==> src/rtl/inv_sub_bytes.sv <==
// inv_sub_bytes: AES InvSubBytes over a 128-bit state, LANES bytes per cycle.
//
// Each lane computes the inverse S-box in a composite field GF((2^4)^2)
// instead of using a lookup table. The steps are the inverse affine map,
// the isomorphic map into the composite field, inversion through GF(2^4),
// and the map back to the AES polynomial basis.
//
// Ports:
//   clk_in     system clock, rising edge
//   rst_in     synchronous active-high reset
//   state_in   input state, byte i = state_in[8i+7:8i]
//   valid_in   state_in valid (sampled only in IDLE)
//   ready_out  high exactly in IDLE
//   state_out  InvSubBytes result, meaningful while valid_out is high
//   valid_out  high exactly in DONE
//   ready_in   downstream accepts state_out
module inv_sub_bytes #(
  parameter int LANES = 4
) (
  input  logic         clk_in,
  input  logic         rst_in,
  input  logic [127:0] state_in,
  input  logic         valid_in,
  output logic         ready_out,
  output logic [127:0] state_out,
  output logic         valid_out,
  input  logic         ready_in
);

  localparam int GROUPS = 16 / LANES;
  localparam int CNT_W  = (GROUPS > 1) ? $clog2(GROUPS) : 1;
  localparam logic [CNT_W-1:0] LAST = CNT_W'(GROUPS - 1);
  // y^2 + y + LAMBDA is irreducible over GF(2^4) mod x^4+x+1 (trace of 0xC is 1)
  localparam logic [3:0] LAMBDA = 4'hC;

  // GF(2^4) multiply, polynomial x^4 + x + 1
  function automatic logic [3:0] gf16_mul(input logic [3:0] a, input logic [3:0] b);
    logic [3:0] acc;
    logic [3:0] sh;
    acc = 4'h0;
    sh  = a;
    for (int i = 0; i < 4; i++) begin
      if (b[i]) acc = acc ^ sh;
      sh = {sh[2:0], 1'b0} ^ (sh[3] ? 4'h3 : 4'h0);
    end
    return acc;
  endfunction

  // a^-1 = a^14 in GF(2^4); zero maps to zero
  function automatic logic [3:0] gf16_inv(input logic [3:0] a);
    logic [3:0] a2, a4, a8, a6;
    a2 = gf16_mul(a, a);
    a4 = gf16_mul(a2, a2);
    a8 = gf16_mul(a4, a4);
    a6 = gf16_mul(a2, a4);
    return gf16_mul(a6, a8);
  endfunction

  // Composite element {h, l} = h*y + l, reduced with y^2 = y + LAMBDA
  function automatic logic [7:0] gfc_mul(input logic [7:0] a, input logic [7:0] b);
    logic [3:0] hh;
    hh = gf16_mul(a[7:4], b[7:4]);
    return {hh ^ gf16_mul(a[7:4], b[3:0]) ^ gf16_mul(a[3:0], b[7:4]),
            gf16_mul(a[3:0], b[3:0]) ^ gf16_mul(hh, LAMBDA)};
  endfunction

  // (h*y + l)^-1 = (h*d^-1)*y + (h+l)*d^-1 with d = h^2*LAMBDA + h*l + l^2
  function automatic logic [7:0] gfc_inv(input logic [7:0] a);
    logic [3:0] h, l, d, di;
    h  = a[7:4];
    l  = a[3:0];
    d  = gf16_mul(gf16_mul(h, h), LAMBDA) ^ gf16_mul(h, l) ^ gf16_mul(l, l);
    di = gf16_inv(d);
    return {gf16_mul(h, di), gf16_mul(h ^ l, di)};
  endfunction

  // 8x8 GF(2) matrix times vector; row r lives in m[8r+7:8r]
  function automatic logic [7:0] mat_apply(input logic [63:0] m, input logic [7:0] v);
    logic [7:0] r;
    for (int i = 0; i < 8; i++) r[i] = ^(m[8*i +: 8] & v);
    return r;
  endfunction

  // Isomorphism matrix: x (0x02 in the AES basis) maps to the first root beta
  // of x^8+x^4+x^3+x+1 found in the composite field; column i holds beta^i.
  function automatic logic [63:0] build_iso();
    logic [7:0]  beta, pw, pv;
    logic [63:0] m;
    logic        found;
    beta  = 8'h00;
    found = 1'b0;
    for (int c = 2; c < 256 && !found; c++) begin
      pw = 8'h01;
      pv = 8'h01;
      for (int e = 1; e <= 8; e++) begin
        pw = gfc_mul(pw, 8'(c));
        if (e == 1 || e == 3 || e == 4 || e == 8) pv = pv ^ pw;
      end
      if (pv == 8'h00) begin
        beta  = 8'(c);
        found = 1'b1;
      end
    end
    m  = '0;
    pw = 8'h01;
    for (int i = 0; i < 8; i++) begin
      for (int r = 0; r < 8; r++) m[8*r + i] = pw[r];
      pw = gfc_mul(pw, beta);
    end
    return m;
  endfunction

  // Inverse map: column j is the AES-basis element whose image is bit j alone
  function automatic logic [63:0] build_iso_inv(input logic [63:0] m);
    logic [63:0] mi;
    logic [7:0]  v, a;
    mi = '0;
    for (int k = 0; k < 256; k++) begin
      a = 8'(k);
      v = mat_apply(m, a);
      for (int j = 0; j < 8; j++) begin
        if (v == 8'(1 << j)) begin
          for (int r = 0; r < 8; r++) mi[8*r + j] = a[r];
        end
      end
    end
    return mi;
  endfunction

  localparam logic [63:0] ISO     = build_iso();
  localparam logic [63:0] ISO_INV = build_iso_inv(ISO);

  function automatic logic [7:0] inv_sbox(input logic [7:0] y);
    logic [7:0] t, a;
    t = y ^ 8'h63;
    // inverse affine linear part: rotl1 ^ rotl3 ^ rotl6
    a = {t[6:0], t[7]} ^ {t[4:0], t[7:5]} ^ {t[1:0], t[7:2]};
    return mat_apply(ISO_INV, gfc_inv(mat_apply(ISO, a)));
  endfunction

  typedef enum logic [1:0] {IDLE, BUSY, DONE} state_t;

  state_t           st;
  logic [CNT_W-1:0] cnt;
  logic [127:0]     in_reg;
  logic [7:0]       lane_out [LANES];

  always_comb begin
    for (int j = 0; j < LANES; j++) begin
      lane_out[j] = inv_sbox(in_reg[8*(LANES*int'(cnt) + j) +: 8]);
    end
  end

  always_ff @(posedge clk_in) begin
    if (rst_in) begin
      st        <= IDLE;
      cnt       <= '0;
      in_reg    <= '0;
      state_out <= '0;
      ready_out <= 1'b1;
      valid_out <= 1'b0;
    end else begin
      case (st)
        IDLE: begin
          if (valid_in) begin
            in_reg    <= state_in;
            cnt       <= '0;
            st        <= BUSY;
            ready_out <= 1'b0;
          end
        end
        BUSY: begin
          for (int j = 0; j < LANES; j++) begin
            state_out[8*(LANES*int'(cnt) + j) +: 8] <= lane_out[j];
          end
          if (cnt == LAST) begin
            cnt       <= '0;
            st        <= DONE;
            valid_out <= 1'b1;
          end else begin
            cnt <= cnt + CNT_W'(1);
          end
        end
        DONE: begin
          if (ready_in) begin
            st        <= IDLE;
            valid_out <= 1'b0;
            ready_out <= 1'b1;
          end
        end
        default: st <= IDLE;
      endcase
    end
  end

endmodule

==> config.mk <==
export PLATFORM = sky130hd
export DESIGN_NAME = inv_sub_bytes
export DESIGN_NICKNAME = d
export VERILOG_FILES = /design/src/rtl/inv_sub_bytes.sv
export SDC_FILE = /design/constraint.sdc
export NUM_CORES = 1
export LEC_CHECK = 0
export ABC_CLOCK_PERIOD_IN_PS = 9800
export CAP_MARGIN = 10
export CORE_ASPECT_RATIO = 0.75
export CORE_UTILIZATION = 49
export DETAILED_ROUTE_END_ITERATION = 16
export PLACE_DENSITY = 0.73
export SLEW_MARGIN = 15
export SYNTH_ARGS = -nofsm -noshare
export SYNTH_HDL_FRONTEND = slang
export SYNTH_SLANG_ARGS = --single-unit
==> constraint.sdc <==
create_clock -name clk_in -period 9.8 [get_ports clk_in]
set_input_delay 1.47 -clock clk_in [delete_from_list [all_inputs] [get_ports clk_in]]
set_output_delay 1.47 -clock clk_in [all_outputs]
set_load 0.01 [all_outputs]
==> flow_summary.json <==
{
  "route.detailed.drc": 0,
  "avgViaCountPerCell": 5.87,
  "final.setup_skew_ns": 0.0311,
  "detailroute.wirelength.met3_um": 4080,
  "final-max-slew-violation-count": 0,
  "period_share_pct": 93.8,
  "synth_seq_cells": 262,
  "clock.fmax_mhz": 109,
  "global_route.usage.total_pct": 27.2,
  "report.final.setup_viol": 0,
  "final_core_density_pct": 60.0,
  "tightest_slew_ns": 1.15,
  "grt_max_degree": 129,
  "portBuffers": 261,
  "clockBufferDepth": 3,
  "synth_compound_area_share_pct": 19.8,
  "post_synth_xor_area_fraction_pct": 21.7,
  "synth.most_common_cell": "nand2_1",
  "route.final.wire_length_um": 53500,
  "critical_path.cell_chain": "buf_4, mux4_2, xnor2_1, xnor2_1, ha_1, xnor2_1, nor2_1, xor2_1, xor2_2, xnor2_1, inv_2, ha_1, inv_1, nand4_1, a31oi_1, nor3_1, nand2_1, or3_1, nand4_1, xor2_1, xor2_1, xor3_1, a22o_1",
  "worst_slew_margin_rel_pct": 23.5,
  "post_synth_fa_ha_maj_area_fraction_pct": 1.91,
  "synth-seq-area-share_pct": 28.4,
  "yosys_warnings": 0,
  "synth_enable_flop_cells": 0,
  "floorplan.die.width_um": 226,
  "cts_sinks": 262,
  "routed-via-count": 16761,
  "critical_path_class": "reg2reg",
  "crit_top_cell": "xnor2_1",
  "die-area_um2": 38400,
  "drtPass1Iterations": 5,
  "post_synth_main_area_contributors": "dfxtp_1 28%, xnor2_1 8.8%, nand2_1 7.8%",
  "post_layout_nonfiller_instances": 2855,
  "antenna_found_initial": 0,
  "fin_setup_tns_ns": 0,
  "clkTransAtPathRegs_ns": 0.06,
  "hold_class": "reg2reg",
  "critical-path-max-stage-delay_ns": 0.88,
  "async_reset_ff_share_pct": 0,
  "synth-simple-area-share_pct": 17.3,
  "netlist_area_um2": 18400,
  "globalplace.congestion": 0.908,
  "yosys_most_used_dff": "dfxtp_1",
  "status": "complete, no violations",
  "crit_path_end_kind": "register",
  "timing.critical_path.slowest_stage_cell": "xnor2_1",
  "area_used_by_multi_input_combinational_logic_um2": 12400,
  "cts_root_buffer": "clkbuf_16",
  "critical_path_required_ns": 10.25,
  "hpwlAfterDp_um": 39500,
  "m1WireLength_um": 25800,
  "synthDominantCellAreaShare_pct": 28.4,
  "synth.lib_cells_used.distinct": 99,
  "syn_area_cell_um2": 8.53,
  "core_area_um2": 37100,
  "cts_tree": "done",
  "diodes": 0,
  "ant_nets": 0,
  "globalRoute.totalOverflow": 0,
  "hold_viol": 0,
  "postSynthCellCount": 2163,
  "grt_pass1_vias": 15431,
  "syn-num-nets": 2320,
  "regArea_um2": 5250,
  "cts_buffers": 28,
  "rsz0062_at_grt": "no",
  "route.detailed.wl_per_inst_um": 18.7,
  "timing.critical_path.from_type": "register",
  "worst-path-max-fanout": 33,
  "detail_route.iter0.violations": 1507,
  "fillCellCount": 3235,
  "post_synth_most_frequent_cells": "381 x nand2_1, 262 x dfxtp_1, 201 x a21oi_1",
  "routed.top_layer": "met4",
  "areaGrowthSynthToFinish_pct": 20.6,
  "grt_pass1_wl_um": 84300,
  "cell_total_after_placement": 2805,
  "met2RoutedLength_um": 22700,
  "htree_levels": 1,
  "synth_top_family_by_area": "XOR/XNOR gates",
  "post-synth-top-area-cell": "dfxtp_1",
  "boundaryPins": 262,
  "dieHeight_um": 170,
  "final_period_minus_worst_setup_slack_ns": 9.20,
  "critical_path_arrival_ns": 9.64,
  "floorplan.initialDensity_pct": 49.7,
  "synthMuxAreaShare_pct": 6.19,
  "drive_above_1_share_pct": 8.12,
  "num_rows": 61,
  "number_of_maximum_capacitance_constraint_violations": 0,
  "clkLatencyLatePin_ns": 0.57,
  "design.final.nets": 2488
}
==> metrics by stage <==
step	area (µm²)	setup WS, ns	hold slack, ns
final	22200	0.603	0.452
after floorplan	18400	2.33	0.433
after global routing	22200	0.00925	0.467
after global placement	21200	0.831	0.439
after CTS	22200	0.521	0.453
after detailed placement	21200	0.527	0.443
==> worst max-delay path: cells and delay by family (launching register included) <==
kind	cells	cell delay [ns]
AOI/OAI and AO/OA	2	0.35
xor gates and xnor gates	9	3.80
adders and majority gates	2	1.09
buffers and inverters	3	0.90
DFF	1	0.77
muxes	1	0.78
and+or+nand+nor	6	1.39
==> final timing paths <==
check	cells past startpoint	slack, ns	endpoint	start
hold / removal	2	0.45	in_reg[93]	in_reg[93]
hold reg to reg	2	0.45	in_reg[93]	in_reg[93]
setup reg to reg	23	0.60	state_out[94]	cnt[0]
setup / recovery	23	0.60	state_out[94]	cnt[0]
==> logic make-up (layout without fill, tap and decap cells) <==
kind of cell,Yosys count,count (layout)
mux,72,72
flops,262,262
simple gates,734,734
xor+xnor,338,338
buf+inv,185,373
fa+ha+maj,29,29
compound gates,543,543
==> cell usage in the layout (no fill, tap or decap), drive strengths merged, types with 46 or more instances in the layout <==
| master | netlist | final |
|---|---|---|
| nand2 | 381 | 381 |
| xnor2 | 213 | 213 |
| dfxtp | 262 | 262 |
| a22o | 77 | 77 |
| nor2 | 153 | 153 |
| clkdlybuf4s50 | 0 | 260 |
| a22oi | 66 | 66 |
| xor2 | 79 | 79 |
| nor3 | 46 | 46 |
| a21oi | 201 | 201 |
| o21ai | 61 | 61 |
==> per-layer routing <==
layer	global-route usage, %	up-vias
li1	-	8001
met1	41.1	7987
met2	41.0	702
met3	3.78	71
met4	5.35	0
met5	0	-
==> cell type report <==
type                       count  area share, %
clock buffer                  35           3.64
timing repair buffer         283           12.5
sequential                   262           23.6
clock inverter                15           1.02
tap                          504           2.84
inverter                      40          0.681
multi-input combinational   1716           55.7
==> timing repair <==
action / 4_1_cts / 5_1_grt
resized for setup: 0 / 2
setup endpoints to repair: 0 / 39
hold buffers: 0 / 0
buffers inserted: 0 / 0
Power is not shown: default switching activity piles up to over one toggle a cycle in this logic, so the estimate is an artifact.
